<file path="config.mk">
export PLATFORM = sky130hd
export DESIGN_NAME = shift_pipe_param_flat
export DESIGN_NICKNAME = d
export VERILOG_FILES = /design/src/rtl/shift_pipe_pkg.sv /design/src/rtl/shift_pipe_param_if.sv /design/src/rtl/shift_pipe_stage.sv /design/src/rtl/shift_pipe_param.sv /design/src/flat_wrapper.sv
export SDC_FILE = /design/constraint.sdc
export NUM_CORES = 1
export LEC_CHECK = 0
export ABC_AREA = 0
export CORE_MARGIN = 5
export CORE_UTILIZATION = 43
export CTS_BUF_LIST = sky130_fd_sc_hd__clkbuf_4
export CTS_CLUSTER_DIAMETER = 200
export DETAILED_ROUTE_END_ITERATION = 7
export PLACE_DENSITY = 0.83
export SLEW_MARGIN = 30
export SYNTH_ARGS = -nofsm -noshare
export SYNTH_HDL_FRONTEND = slang
export SYNTH_SLANG_ARGS = --single-unit
</file>
<file path="constraint.sdc">
create_clock -name clk -period 2.16 [get_ports clk]
set_input_delay 0.432 -clock clk [delete_from_list [all_inputs] [get_ports clk]]
set_output_delay 0.432 -clock clk [all_outputs]
set_load 0.02 [all_outputs]
</file>
<file path="src/rtl/shift_pipe_pkg.sv">
// Shared definitions for the parametrised shift/delay pipe: the mode encoding.
// The stage record {valid, data} is declared locally by each user because its width follows WIDTH.
package shift_pipe_pkg;

  typedef enum logic [1:0] {
    MODE_SHIFT  = 2'b00,
    MODE_ROTATE = 2'b01,
    MODE_LOAD   = 2'b10,
    MODE_HOLD   = 2'b11
  } mode_e;

endpackage

</file>
<file path="src/rtl/shift_pipe_param_if.sv">
// Control, data and status bundle for shift_pipe_param.
// The master drives control and data; the pipe (slave) returns taps and status.
interface shift_pipe_param_if #(
  parameter int unsigned WIDTH = 8,
  parameter int unsigned DEPTH = 4
);
  localparam int unsigned CW = $clog2(DEPTH + 1);

  logic                   en;
  logic                   sclr;
  logic [1:0]             mode;
  logic [WIDTH-1:0]       din;
  logic                   din_valid;
  logic [DEPTH*WIDTH-1:0] pload_data;
  logic [WIDTH-1:0]       dout;
  logic                   dout_valid;
  logic [DEPTH*WIDTH-1:0] taps;
  logic [DEPTH-1:0]       taps_valid;
  logic [CW-1:0]          fill_cnt;

  modport master (
    output en, sclr, mode, din, din_valid, pload_data,
    input  dout, dout_valid, taps, taps_valid, fill_cnt
  );

  modport slave (
    input  en, sclr, mode, din, din_valid, pload_data,
    output dout, dout_valid, taps, taps_valid, fill_cnt
  );

endinterface

</file>
<file path="src/rtl/shift_pipe_stage.sv">
// One pipe stage: WIDTH data bits plus a valid bit.
// Priority is async reset, then clear, then load.
module shift_pipe_stage #(
  parameter int unsigned WIDTH = 8
) (
  input  logic             clk,
  input  logic             rst_n,
  input  logic             clr,
  input  logic             ld,
  input  logic [WIDTH-1:0] ld_data,
  input  logic             ld_valid,
  output logic [WIDTH-1:0] q_data,
  output logic             q_valid
);

  typedef struct packed {
    logic             valid;
    logic [WIDTH-1:0] data;
  } stage_t;

  stage_t q;

  always_ff @(posedge clk or negedge rst_n) begin
    if (!rst_n) begin
      q <= '0;
    end else if (clr) begin
      q <= '0;
    end else if (ld) begin
      q <= '{valid: ld_valid, data: ld_data};
    end
  end

  assign q_data  = q.data;
  assign q_valid = q.valid;

endmodule

</file>
<file path="src/rtl/shift_pipe_param.sv">
// Parametrised delay line / shift register with shift, rotate, parallel load and hold,
// stall enable, synchronous clear, per-stage taps and an occupancy count.
module shift_pipe_param
  import shift_pipe_pkg::*;
#(
  parameter int unsigned WIDTH = 8,
  parameter int unsigned DEPTH = 4
) (
  input logic               clk,
  input logic               rst_n,
  shift_pipe_param_if.slave bus
);

  localparam int unsigned CW = $clog2(DEPTH + 1);

  mode_e                        mode;
  logic                         ld;
  logic [DEPTH-1:0][WIDTH-1:0]  cur_data;
  logic [DEPTH-1:0]             cur_valid;
  logic [CW-1:0]                fill_q;
  logic [CW-1:0]                fill_nxt;

  assign mode = mode_e'(bus.mode);
  assign ld   = bus.en && (mode != MODE_HOLD);

  // Each stage's source is the pre-edge value of its neighbour, so no stage sees a same-edge update.
  for (genvar g = 0; g < DEPTH; g++) begin : g_stage
    logic [WIDTH-1:0] nxt_data;
    logic             nxt_valid;

    if (g == 0) begin : g_head
      always_comb begin
        nxt_data  = bus.din;
        nxt_valid = bus.din_valid;
        case (mode)
          MODE_LOAD: begin
            nxt_data  = bus.pload_data[0 +: WIDTH];
            nxt_valid = 1'b1;
          end
          MODE_ROTATE: begin
            nxt_data  = cur_data[DEPTH-1];
            nxt_valid = cur_valid[DEPTH-1];
          end
          default: ;
        endcase
      end
    end else begin : g_body
      always_comb begin
        nxt_data  = cur_data[g-1];
        nxt_valid = cur_valid[g-1];
        if (mode == MODE_LOAD) begin
          nxt_data  = bus.pload_data[g*WIDTH +: WIDTH];
          nxt_valid = 1'b1;
        end
      end
    end

    shift_pipe_stage #(.WIDTH(WIDTH)) u_stage (
      .clk      (clk),
      .rst_n    (rst_n),
      .clr      (bus.sclr),
      .ld       (ld),
      .ld_data  (nxt_data),
      .ld_valid (nxt_valid),
      .q_data   (cur_data[g]),
      .q_valid  (cur_valid[g])
    );
  end

  always_comb begin
    fill_nxt = fill_q;
    case (mode)
      MODE_SHIFT: fill_nxt = fill_q + CW'(bus.din_valid) - CW'(cur_valid[DEPTH-1]);
      MODE_LOAD:  fill_nxt = CW'(DEPTH);
      default: ;
    endcase
  end

  always_ff @(posedge clk or negedge rst_n) begin
    if (!rst_n) begin
      fill_q <= '0;
    end else if (bus.sclr) begin
      fill_q <= '0;
    end else if (bus.en) begin
      fill_q <= fill_nxt;
    end
  end

  assign bus.taps       = cur_data;
  assign bus.taps_valid = cur_valid;
  assign bus.dout       = cur_data[DEPTH-1];
  assign bus.dout_valid = cur_valid[DEPTH-1];
  assign bus.fill_cnt   = fill_q;

  // The count is maintained incrementally; it must always agree with the valid bits.
  fill_matches_valid: assert property (@(posedge clk) disable iff (!rst_n)
    fill_q == CW'($countones(cur_valid)));

endmodule

</file>
<file path="src/flat_wrapper.sv">
// flat-port wrapper written by rule: the top's interface ports become plain ports
module shift_pipe_param_flat import shift_pipe_pkg::*;
#(
  parameter int unsigned WIDTH = 8,
  parameter int unsigned DEPTH = 4
)
  (clk, rst_n, bus_en, bus_sclr, bus_mode, bus_din, bus_din_valid, bus_pload_data, bus_dout, bus_dout_valid, bus_taps, bus_taps_valid, bus_fill_cnt);
  shift_pipe_param_if #(.WIDTH(WIDTH), .DEPTH(DEPTH)) bus_i ();
  input logic clk;
  input logic rst_n;
  input wire logic [$bits(bus_i.en)-1:0] bus_en;
  input wire logic [$bits(bus_i.sclr)-1:0] bus_sclr;
  input wire logic [$bits(bus_i.mode)-1:0] bus_mode;
  input wire logic [$bits(bus_i.din)-1:0] bus_din;
  input wire logic [$bits(bus_i.din_valid)-1:0] bus_din_valid;
  input wire logic [$bits(bus_i.pload_data)-1:0] bus_pload_data;
  output wire logic [$bits(bus_i.dout)-1:0] bus_dout;
  output wire logic [$bits(bus_i.dout_valid)-1:0] bus_dout_valid;
  output wire logic [$bits(bus_i.taps)-1:0] bus_taps;
  output wire logic [$bits(bus_i.taps_valid)-1:0] bus_taps_valid;
  output wire logic [$bits(bus_i.fill_cnt)-1:0] bus_fill_cnt;
  assign bus_i.en = bus_en;
  assign bus_i.sclr = bus_sclr;
  assign bus_i.mode = bus_mode;
  assign bus_i.din = bus_din;
  assign bus_i.din_valid = bus_din_valid;
  assign bus_i.pload_data = bus_pload_data;
  assign bus_dout = bus_i.dout;
  assign bus_dout_valid = bus_i.dout_valid;
  assign bus_taps = bus_i.taps;
  assign bus_taps_valid = bus_i.taps_valid;
  assign bus_fill_cnt = bus_i.fill_cnt;
  shift_pipe_param #(.WIDTH(WIDTH), .DEPTH(DEPTH)) u_core (.clk(clk), .rst_n(rst_n), .bus(bus_i));
endmodule
</file>
Word-level counts from Yosys, hierarchy flattened --
Index checks and enable logic that the tools add are counted.
Word-level totals: register bits after elaboration 39, logic and storage cells 39, bits of input ports 47, output and inout port bits 48
Cells by class: reductions and logical operators 6, multiplexer cells 19, equality and inequality tests 3, $add $sub $neg 2
Operators with widths (count):
- two-way mux 9 bit | 8
- two-way mux 8 bit | 3
- case mux 8 bit (2 select lines) | 1
- two-way mux 3 bit | 2
- case mux 3 bit (2 select lines) | 1
- nonzero test 2 bit | 2
- adder 3 x 1 -> 3 bit | 1
- two-way mux 1 bit | 3
- nonzero test 3 bit | 1
- subtractor 3 x 1 -> 3 bit | 1
- equality test 2 x 1 -> 1 bit, second input constant | 1
- equality test 2 bit, second input constant | 1
- logical NOT 2 bit | 1
- != test 2 bit, second input constant | 1
- case mux 1 bit (2 select lines) | 1
- AND reduction 2 bit | 1
- logical AND 1 bit | 1

Longest topological paths before layout --
depth after elaboration 5, depth in mapped cells 9, mapped depth without buffers 9

Modules after synthesis --
From an unflattened synthesis, not the netlist that was laid out.
Unflattened totals: cells, all modules 219, area total of the unflattened synthesis 2363.5 um^2
By module, submodules not included:
- shift_pipe_stage | times used 4, area each 364.1 um^2, cells an instance 29, seq. area each 225.2 um^2
- shift_pipe_param | times used 1, area each 907.1 um^2, cells an instance 103, seq. area each 75.1 um^2

Least setup slack after synthesis --
No wires, ideal clock.
path type flip-flop to flip-flop, start register u_core.fill_q[0], in the netlist u_core.bus.fill_cnt[0], end register u_core.fill_q[2], in the netlist u_core.bus.fill_cnt[2], path buffers 0, setup time 0.126 ns, setup slack 0.216 ns, data arrival time 1.818 ns, clock period less this slack 1.944 ns, required time 2.034 ns, cell stages (with the launch flop) 9, cell sequence dfrtp_1 > inv_1 > ha_1 > inv_1 > ha_1 > inv_1 > fa_1 > xor2_1 > o311a_1
On the way: cells in the longest elaborated chain, start to end 5
Ends and longest elaborated chain:
- start, declared | RTL line shift_pipe_param.sv:20 | logic [CW-1:0] fill_q;
- start signal, assigned | RTL line shift_pipe_param.sv:85 | fill_q <= fill_nxt;
- adder 3 x 1 -> 3 bit | RTL line shift_pipe_param.sv:73 | MODE_SHIFT: fill_nxt = fill_q + CW'(bus.din_valid) - CW'(cur_valid[DEPTH-1]);
- subtractor 3 x 1 -> 3 bit | RTL line shift_pipe_param.sv:73
- case mux 3 bit (2 select lines) | RTL line shift_pipe_param.sv:72 | case (mode)
- two-way mux 3 bit | RTL line shift_pipe_param.sv:84 | end else if (bus.en) begin
- two-way mux 3 bit | RTL line shift_pipe_param.sv:82 | end else if (bus.sclr) begin
Every way passes these cells. The select of a mux whose other input is x is not followed. A chain may end at the register's enable or synchronous reset.

Worst setup path after layout --
Ends and elaborated chain as after synthesis.

==> metrics.md <==
| Metric | Value |
|---|---|
| Result of the run | `complete, no violations` |
| Via count of the first global-routing pass | `1843` |
| Unrepaired setup endpoints after global routing | `no` |
| Area taken by multi-input logic gates | `949.7 um2` |
| Horiz. Die Dim | `79.82 um` |
| Clock group share of total power | `22.9%` |
| Most prevalent standard cell on the critical path | `inv_1` |
| Initial DRC count | `85` |
| Count of unique library cells instantiated by Yosys | `28` |
| Post-synthesis cell area | `2096 um2` |
| Sequential Area | `975.9 um2` |
| Required time at the worst-slack endpoint | `2380 ps` |
| HPWL Detailed | `4145 um` |
| Fmax | `521.3 MHz` |
| Worst reg-to-reg setup slack | `240 ps` |
| Height of the chip | `79.82 um` |
| CTS Hold Bufs | `0` |
| Total via count after detailed routing | `1763` |
| Root buffer selected by CTS | `clkbuf_4` |
| Post-route cell area | `3144 um2` |
| Setup violators final | `0` |
| TritonCTS clock tree | `done` |
| Final setup skew | `6.041 ps` |
| First-pass GRT wire length | `9418 um` |
| Critical path startpoint category | `flop` |
| Warnings, synthesis | `0` |
| Number of post-CTS setup repair buffers | `0` |
| Peak ir drop on the vdd network | `0.0003024 V` |
| Cell at the slowest stage of the critical path | `dfrtp_1` |
| Post-layout minimum cycle time | `1918 ps` |
| Routed wire length | `5684 um` |
| Net switching power | `0.4563 mW` |
| Routability Congestion | `0.8439` |
| Worst slew slack as a fraction of its limit | `67.00%` |
| Critical path's largest stage delay | `400 ps` |
| Global Route Usage Sum | `18.82%` |
| Remaining antenna violation count after routing | `0` |
| Die ar. | `6370 um2` |
| Final Cycle Share | `88.81%` |
| Largest net degree at the start of global routing | `40` |
| Capture instance of the worst register-to-register path | `u_core.bus.fill_cnt[2]$_DFFE_PN0P_` |
| Setup TNS | `0 ps` |
| Top library cells by usage in the layout, fill and taps aside | `93 x clkdlybuf4s50_1, 39 x dfrtp_1, 27 x o2bb2ai_1` |
| Post-synthesis register bit count | `39` |
| Number of antenna violations at the first check in global routing | `0` |
| Path category of the worst min-delay check | `in2async` |
| # resized after CTS | `0` |
| Total placed instance area | `3092 um2` |
| Mean instance size in the synthesized netlist | `11.27 um2` |
| Clock transition at path regs | `120 ps` |
| Most common library cell in the layout ignoring fill and taps | `clkdlybuf4s50_1` |
| Critical path class | `reg2reg` |
| Setup WS pre-CTS | `67.05 ps` |
| Starting density of the core | `44.37%` |
| Area of the core region | `4723 um2` |
| Fillcell total | `383` |
| Post-layout instance count excluding filler cells | `340` |
| Total internal power | `1.120 mW` |
| Sink count of the clock tree | `39` |
| Cell family with most CP delay | `adder cells` |
| Max-Cap Viols | `0` |
| Drt via density | `5.185` |
| Synthesized netlist net count | `240` |
| Area growth from synthesis to layout | `50.03%` |
| Worst path bufs/invs | `3` |
| Switching part of the total power | `28.95%` |
| Final hold viol count | `0` |
| Arr. time, crit path | `2140 ps` |
| Cells on worst reg2reg path | `8` |
| Critical path capture point type | `flop` |
| Final setup slack of the worst path | `241.7 ps` |
| Htree depth | `2` |
| Final antenna diode count | `0` |
| Post-Syn Instances | `186` |
| Site Rows | `25` |
| Sequential share of the synthesized area | `46.57%` |
| Count of pins over their slew limit | `0` |
| Power density over the cells | `501.4 nW/um2` |
| Clock latency on the worst-skew pair | `330 ps` |
| Reg-to-reg startpoint | `u_core.bus.fill_cnt[0]$_DFFE_PN0P_` |
| Inserted Clock Buffers | `5` |
| DRC | `0` |
| Drt first pass iters | `4` |
| Crit-path cells | `inv_1, ha_1, inv_1, ha_1, inv_1, fa_1, xor2_1, o311a_1` |
| Leak pwr | `1.345 nW` |
| Highest fanout seen on the critical path | `3` |
| Number of nets in the finished design | `326` |
| Share of final-layout standard cells stronger than drive strength 1 | `8.425%` |
| Number of buffers between clock root and the deepest sink | `2` |
| Aggregate global routing overflow | `0` |
| Average wire per cell in the routed design | `16.72 um` |
| Slew @ Worst Pin | `495.0 ps` |
| Fraction of power consumed by combinational cells | `26.7%` |
| Number of top-level design ports | `95` |
| Total instance count after detailed placement | `332` |
| Flop pwr share | `50.4%` |
| Port-buffer cells | `94` |
## power by group through the flow
stage	registers, mW	logic (mW)	clock network [mW]
6_report	0.795	0.421	0.361
3_3_place_gp	0.808	0.419	0
4_1_cts	0.795	0.425	0.370
2_1_floorplan	0.839	0.164	0
5_1_grt	0.801	0.455	0.403
3_5_place_dp	0.809	0.424	0
## Yosys cell counts, drive strengths merged
master    n  share of area [%]
a211oi    9                3.9
a21o      9                3.2
a21oi     2               0.48
a22o      2               0.84
a22oi     8                2.9
buf      21                6.6
clkbuf    5               0.90
dfrtp    39                 47
fa        1               0.96
ha        6                3.6
inv       7                1.3
mux2i    24                 11
nand2     1               0.18
nand3     1               0.24
nand4     1               0.30
nor2     15                2.7
nor2b     1               0.30
nor3      2               0.48
o21ai     1               0.24
o22ai     1               0.30
o2bb2ai  27                 11
o311a     1               0.48
or3b      1               0.42
xor2      1               0.42
## worst max-delay path by stage
stage / startpoint / end / cells after the start
floorplan: u_core.bus.fill_cnt[0]$_DFFE_PN0P_ / u_core.bus.fill_cnt[2]$_DFFE_PN0P_ / 8
global placement: bus_mode[0] / u_core.g_stage[0].u_stage.q_data[5]$_DFFE_PN0P_ / 6
detailed placement: bus_mode[0] / u_core.g_stage[0].u_stage.q_data[6]$_DFFE_PN0P_ / 6
CTS: u_core.bus.fill_cnt[0]$_DFFE_PN0P_ / u_core.bus.fill_cnt[2]$_DFFE_PN0P_ / 8
global route: u_core.bus.fill_cnt[0]$_DFFE_PN0P_ / u_core.bus.fill_cnt[2]$_DFFE_PN0P_ / 9
finish: u_core.bus.fill_cnt[0]$_DFFE_PN0P_ / u_core.bus.fill_cnt[2]$_DFFE_PN0P_ / 8
## registers in the layout, summed over array words and instances, names as in the netlist
register / count
u_core.bus.fill_cnt: 3
u_core.g_stage.u_stage.q_data: 32
u_core.g_stage.u_stage.q_valid: 4
## cells by family (layout without fill, tap and decap cells)
family	after synthesis	after routing	share of synthesized area, %
xor+xnor	1	1	0.4180
compound gates	60	60	23.64
buf+inv	33	120	8.777
simple gates	22	22	4.597
mux	24	24	11.46
fa+ha+maj	7	7	4.537
flops	39	39	46.57
## cell type report
class,count,share of cell area (%)
Timing Repair Buffer,105,33.59
Sequential cell,39,31.04
Multi-Input combinational cell,114,30.20
Tap cell,67,2.666
Clock buffer,6,1.433
Inverter,7,0.8357
Clock inverter,2,0.2388
## per-layer routing
metal  track usage [%]  up-vias  routed length, um
met2             28.46       68               2607
met5                 0        -                  0
li1                  -      851                  -
met4             5.068        0                 46
met3             3.950        6                326
met1             27.25      838               2704
## through the flow
| stage | utilization, % | power [mW] | hold WS [ps] |
|---|---|---|---|
| after floorplan | - | 1.003 | 136.4 |
| after global placement | 65.46 | 1.227 | 496.8 |
| after detailed placement | 65.46 | 1.233 | 503.2 |
| after CTS | 66.57 | 1.590 | 137.3 |
| after global routing | 66.57 | 1.659 | 156.5 |
| final | 66.57 | 1.577 | 128.7 |
(Power assumes the default switching activity.)
==> RTL edit 1 (config.mk and constraints unchanged) <==
`WIDTH` is set to 8 in 4 places; all go to 6.
--- a/src/rtl/shift_pipe_param_if.sv
+++ b/src/rtl/shift_pipe_param_if.sv
@@ -3,3 +3,3 @@
 interface shift_pipe_param_if #(
-  parameter int unsigned WIDTH = 8,
+  parameter int unsigned WIDTH = 6,
   parameter int unsigned DEPTH = 4
--- a/src/rtl/shift_pipe_stage.sv
+++ b/src/rtl/shift_pipe_stage.sv
@@ -3,3 +3,3 @@
 module shift_pipe_stage #(
-  parameter int unsigned WIDTH = 8
+  parameter int unsigned WIDTH = 6
 ) (
--- a/src/rtl/shift_pipe_param.sv
+++ b/src/rtl/shift_pipe_param.sv
@@ -5,3 +5,3 @@
 #(
-  parameter int unsigned WIDTH = 8,
+  parameter int unsigned WIDTH = 6,
   parameter int unsigned DEPTH = 4
--- a/src/flat_wrapper.sv
+++ b/src/flat_wrapper.sv
@@ -3,3 +3,3 @@
 #(
-  parameter int unsigned WIDTH = 8,
+  parameter int unsigned WIDTH = 6,
   parameter int unsigned DEPTH = 4
Ports: changed (resized bus_din, bus_dout, bus_pload_data and bus_taps); port bits go from 95 to 75. No check against the original RTL was run, so the function may have changed too.
==> RTL edit 1 against the original RTL <==
- area after synthesis decreased by 18%
- combinational power shrank 21%
- die area down 16%
- via count fell by 17%
- setup slack gained 55 ps
- sequential cell count shrank 8
- cell area shrank 19%
- power decreased by 17%
- largest cell class unchanged
- core utilization fell by 2.1 points
- cell count fell by 19%
- routed wire length shrank 22%
- hold slack better by 340 ps
==> RTL edit 1: results (changes against the original RTL) <==
metric,value,unit,change
status,finished clean,,
DR WL/cell,16.1,um,-3.5%
wire length on met2,2.03,mm,-22%
post-synthesis sequential area ratio,45.1,%,-1.5 points
"Largest delay share family, worst path",buffers and inverters,,
synth cell count leaders,"dfrtp_1, o2bb2ai_1, mux2i_1, nor2_1, buf_4",,
DRT iter0 DRCs,41,,-52%
worst setup path start,u_core.bus.fill_cnt[1]$_DFFE_PN0P_,,
headroom to the max-slew limit,73.6,%,+6.6 points
all-layer global routing usage,17.8,%,-1.0 points
P_leak,1.09,nW,-19%
Reg2Reg Setup Slack,300,ps,+60 ps
max reg flops,24,,-25%
RR Startpoint,u_core.g_stage[3].u_stage.q_valid$_DFFE_PN0P_,,
first-pass GRT wire length,7.22,mm,-23%
Worst Skew,9.88,ps,+3.84 ps
M1 WL,2.01,mm,-26%
Max stage delay on crit path,640,ps,+240 ps
WP data arrival,1430,ps,-710 ps
Area contributors post-synth,"dfrtp_1, o2bb2ai_1, mux2i_1, buf_4, ha_1",,
Clock transition at path regs,100,ps,-20 ps
met3 routed WL,351,um,+7.7%
Post-Synthesis Net Count,199,,-17%
dpl cell area,0.00248,mm^2,-20%
Placer Congestion,0.754,,-11%
CP Capture Point,bus_fill_cnt[1],,
Fmax achieved,0.537,GHz,+3.0%
Switching Power,0.376,mW,-18%
worst-path fanout max,5,,+2
Post-Place Setup Slack,64.6,ps,-2.46 ps
Buffers on Ports,74,,-21%
fillers,325,,-15%
share of cells above drive strength 1,8.41,%,-0.018 points
[RTL edit 1: kinds of logic after synthesis]
| group | after synthesis | synth area share (%) |
|---|---|---|
| adder cells (fa/ha/maj) | 7 | 5.53 |
| buffers and inverters | 28 | 10.4 |
| XOR/XNOR | 1 | 0.509 |
| flip-flops | 31 | 45.1 |
| AND/OR/NAND/NOR | 22 | 5.89 |
| multiplexers | 18 | 10.5 |
| AO/OA/AOI/OAI | 48 | 22.1 |
[RTL edit 1: area by class of cell]
| cell class | count | area, um^2 | area share, % |
|---|---|---|---|
| flip-flops and latches | 31 | 776 | 30.5 |
| repair buffers | 84 | 853 | 33.6 |
| inverters | 7 | 26.3 | 1.03 |
| multi-input cells | 96 | 766 | 30.1 |
| clock inverters | 1 | 5.00 | 0.197 |
| clock buffers | 7 | 52.6 | 2.07 |
| well taps | 50 | 62.6 | 2.46 |
[RTL edit 1: through the flow]
stage	hold WS, ps	instances	utilization (%)
2_1_floorplan	136	155	-
3_3_place_gp	493	268	63.0
3_5_place_dp	490	268	63.0
4_1_cts	490	276	64.5
5_1_grt	498	276	64.5
6_report	473	276	64.5
[RTL edit 1: power groups by stage]
stage	clock (mW)	combinational (mW)	sequential, mW
finish	0.348	0.333	0.632
global route	0.388	0.359	0.636
CTS	0.354	0.338	0.632
floorplan	0	0.139	0.665
detailed placement	0	0.336	0.642
global placement	0	0.330	0.642
[RTL edit 1: metal layers]
| layer | global-route usage, % | up-vias |
|---|---|---|
| met2 | 27.0 | 60 |
| met3 | 5.47 | 7 |
| met4 | 7.99 | 0 |
| li1 | - | 700 |
| met1 | 23.3 | 702 |
| met5 | 0 | - |
==> RTL edit 2 (same settings) <==
Made on the original files. Make the reset (`rst_n`) synchronous in 2 clocked blocks. Comments in the files are not updated.
--- a/src/rtl/shift_pipe_stage.sv
+++ b/src/rtl/shift_pipe_stage.sv
@@ -22,3 +22,3 @@
 
-  always_ff @(posedge clk or negedge rst_n) begin
+  always_ff @(posedge clk) begin
     if (!rst_n) begin
--- a/src/rtl/shift_pipe_param.sv
+++ b/src/rtl/shift_pipe_param.sv
@@ -78,3 +78,3 @@
 
-  always_ff @(posedge clk or negedge rst_n) begin
+  always_ff @(posedge clk) begin
     if (!rst_n) begin
Behaviour: differs if rst_n is asserted again (counterexample within 4 cycles, from zero or initial values and one cycle with rst_n low); with rst_n held inactive, the same outputs for 10 cycles.
==> RTL edit 2 against the original RTL <==
- critical path depth grew 1
- count of clock-buffer cells in the layout fell by 1
- setup slack got worse by 11 ps
- cell area up 0.68%
- area after synthesis grew 2.5%
- sequential cell count unchanged
- routed wire length is 0.97% higher
- sequential power is 3.0% lower
- power grew 5.5%
- non-clock buffer count rose by 3
- critical path type unchanged
==> RTL edit 2: results (changes against the original RTL) <==
metric,value,unit,change
status,finished clean,,
post-synthesis sequential area ratio,36.3,%,-10 points
WP data arrival,2210,ps,+70 ps
mux share of post-synthesis cell area,11.2,%,-0.28 points
largest net degree at the start of global routing,39,,-2.5%
Buffers on Ports,94,,unchanged
DR WL/cell,15.1,um,-9.4%
HPWL after detailed placement,4.38,mm,+5.7%
HP Class,register to register,,
DRT iter0 DRCs,94,,+11%
Netlist cell types,27,,-3.6%
Post-synth top flop,dfxtp_1,,
Post-Synth Adder-Cell Area,4.43,%,-0.11 points
wire length on met2,2.71,mm,+4.1%
fillers,405,,+5.7%
CTS root buf,clkbuf_4,,
post-synthesis async set-or-reset flop share,0,%,-100 points
Internal Power,1.21,mW,+7.7%
Max stage delay on crit path,440,ps,+40 ps
PD cells,525,mW/mm^2,+4.8%
maximum VDD drop,0.402,mV,+33%
P_leak,1.12,nW,-17%
met3 routed WL,579,um,+78%
Post-Synthesis Net Count,282,,+18%
dpl cell area,0.00309,mm^2,about the same
Clock transition at path regs,110,ps,
Post-Place Setup Slack,-8.63,ps,-75.7 ps
Antenna diodes,0,,unchanged
Area contributors post-synth,"dfxtp_1, a211oi_2, mux2i_1, nor2_1, buf_4",,
Synth Area in Compound Gates,23.4,%,-0.23 points
Worst-Margin Slew,548,ps,+53.2 ps
Clk pwr share,28.3,%,+5.4 points
Worst Skew,10.1,ps,+4.11 ps
placed cells,371,,+12%
Logic pwr share,25.4,%,-1.3 points
M1 WL,2.40,mm,-11%
CTS buffer count,5,,unchanged
Resized cells post-CTS,0,,unchanged
"Max stage delay cell, worst path",fa_1,,
XOR/XNOR share of the synthesized area,0.408,%,-0.010 points
top sig layer,met4,,
non-filler instance count after layout,379,,+11%
all-layer global routing usage,18.1,%,-0.73 points
via count,1928,,+9.4%
Placer Congestion,0.771,,-8.7%
first-pass GRT wire length,9.24,mm,-1.9%
share of cells above drive strength 1,15.1,%,+6.6 points
Max clock buf depth,2,,unchanged
synth cell count leaders,"nor2_1, dfxtp_1, mux2i_1, a211oi_2, buf_4",,
Avg Inst Size Synth,9.42,um^2,-16%
## RTL edit 2: path summary, 6_finish.rpt
kind	from	slack [ps]	endpoint	depth (start not counted)
max	u_core.bus.fill_cnt[0]$_SDFFE_PP0P_	230	u_core.bus.fill_cnt[1]$_SDFFE_PP0P_	9
min	u_core.g_stage[0].u_stage.q_data[5]$_SDFFE_PP0P_	490	u_core.g_stage[0].u_stage.q_data[5]$_SDFFE_PP0P_	2
min reg2reg	u_core.g_stage[0].u_stage.q_data[5]$_SDFFE_PP0P_	490	u_core.g_stage[0].u_stage.q_data[5]$_SDFFE_PP0P_	2
max reg2reg	u_core.bus.fill_cnt[0]$_SDFFE_PP0P_	230	u_core.bus.fill_cnt[1]$_SDFFE_PP0P_	9
## RTL edit 2: metrics by stage
stage	TNS, ps	util [%]
floorplan	0	-
global placement	0	64.5
detailed placement	-17.5	64.5
CTS	0	66.1
global route	0	66.1
finish	0	66.1
## RTL edit 2: final cells by class
type	instances	area (um^2)	area share (%)
sequential	39	781	24.7
clock inverter	3	38.8	1.23
multi-input combinational	151	1130	35.7
inverter	6	22.5	0.711
timing repair buffer	108	1070	33.8
tap	67	83.8	2.65
clock buffer	5	37.5	1.19
## RTL edit 2: kinds of logic after synthesis
family	after synthesis
and+or+nand+nor	65
AOI/OAI and AO/OA	54
DFF	39
buffers and inverters	38
muxes	24
adders and majority gates	7
xor gates and xnor gates	1
## RTL edit 2: layer usage
| metal | track usage, % | up-vias |
|---|---|---|
| met5 | 0 | - |
| met4 | 4.56 | 0 |
| met3 | 6.39 | 4 |
| met2 | 28.9 | 67 |
| met1 | 23.1 | 895 |
| li1 | - | 962 |
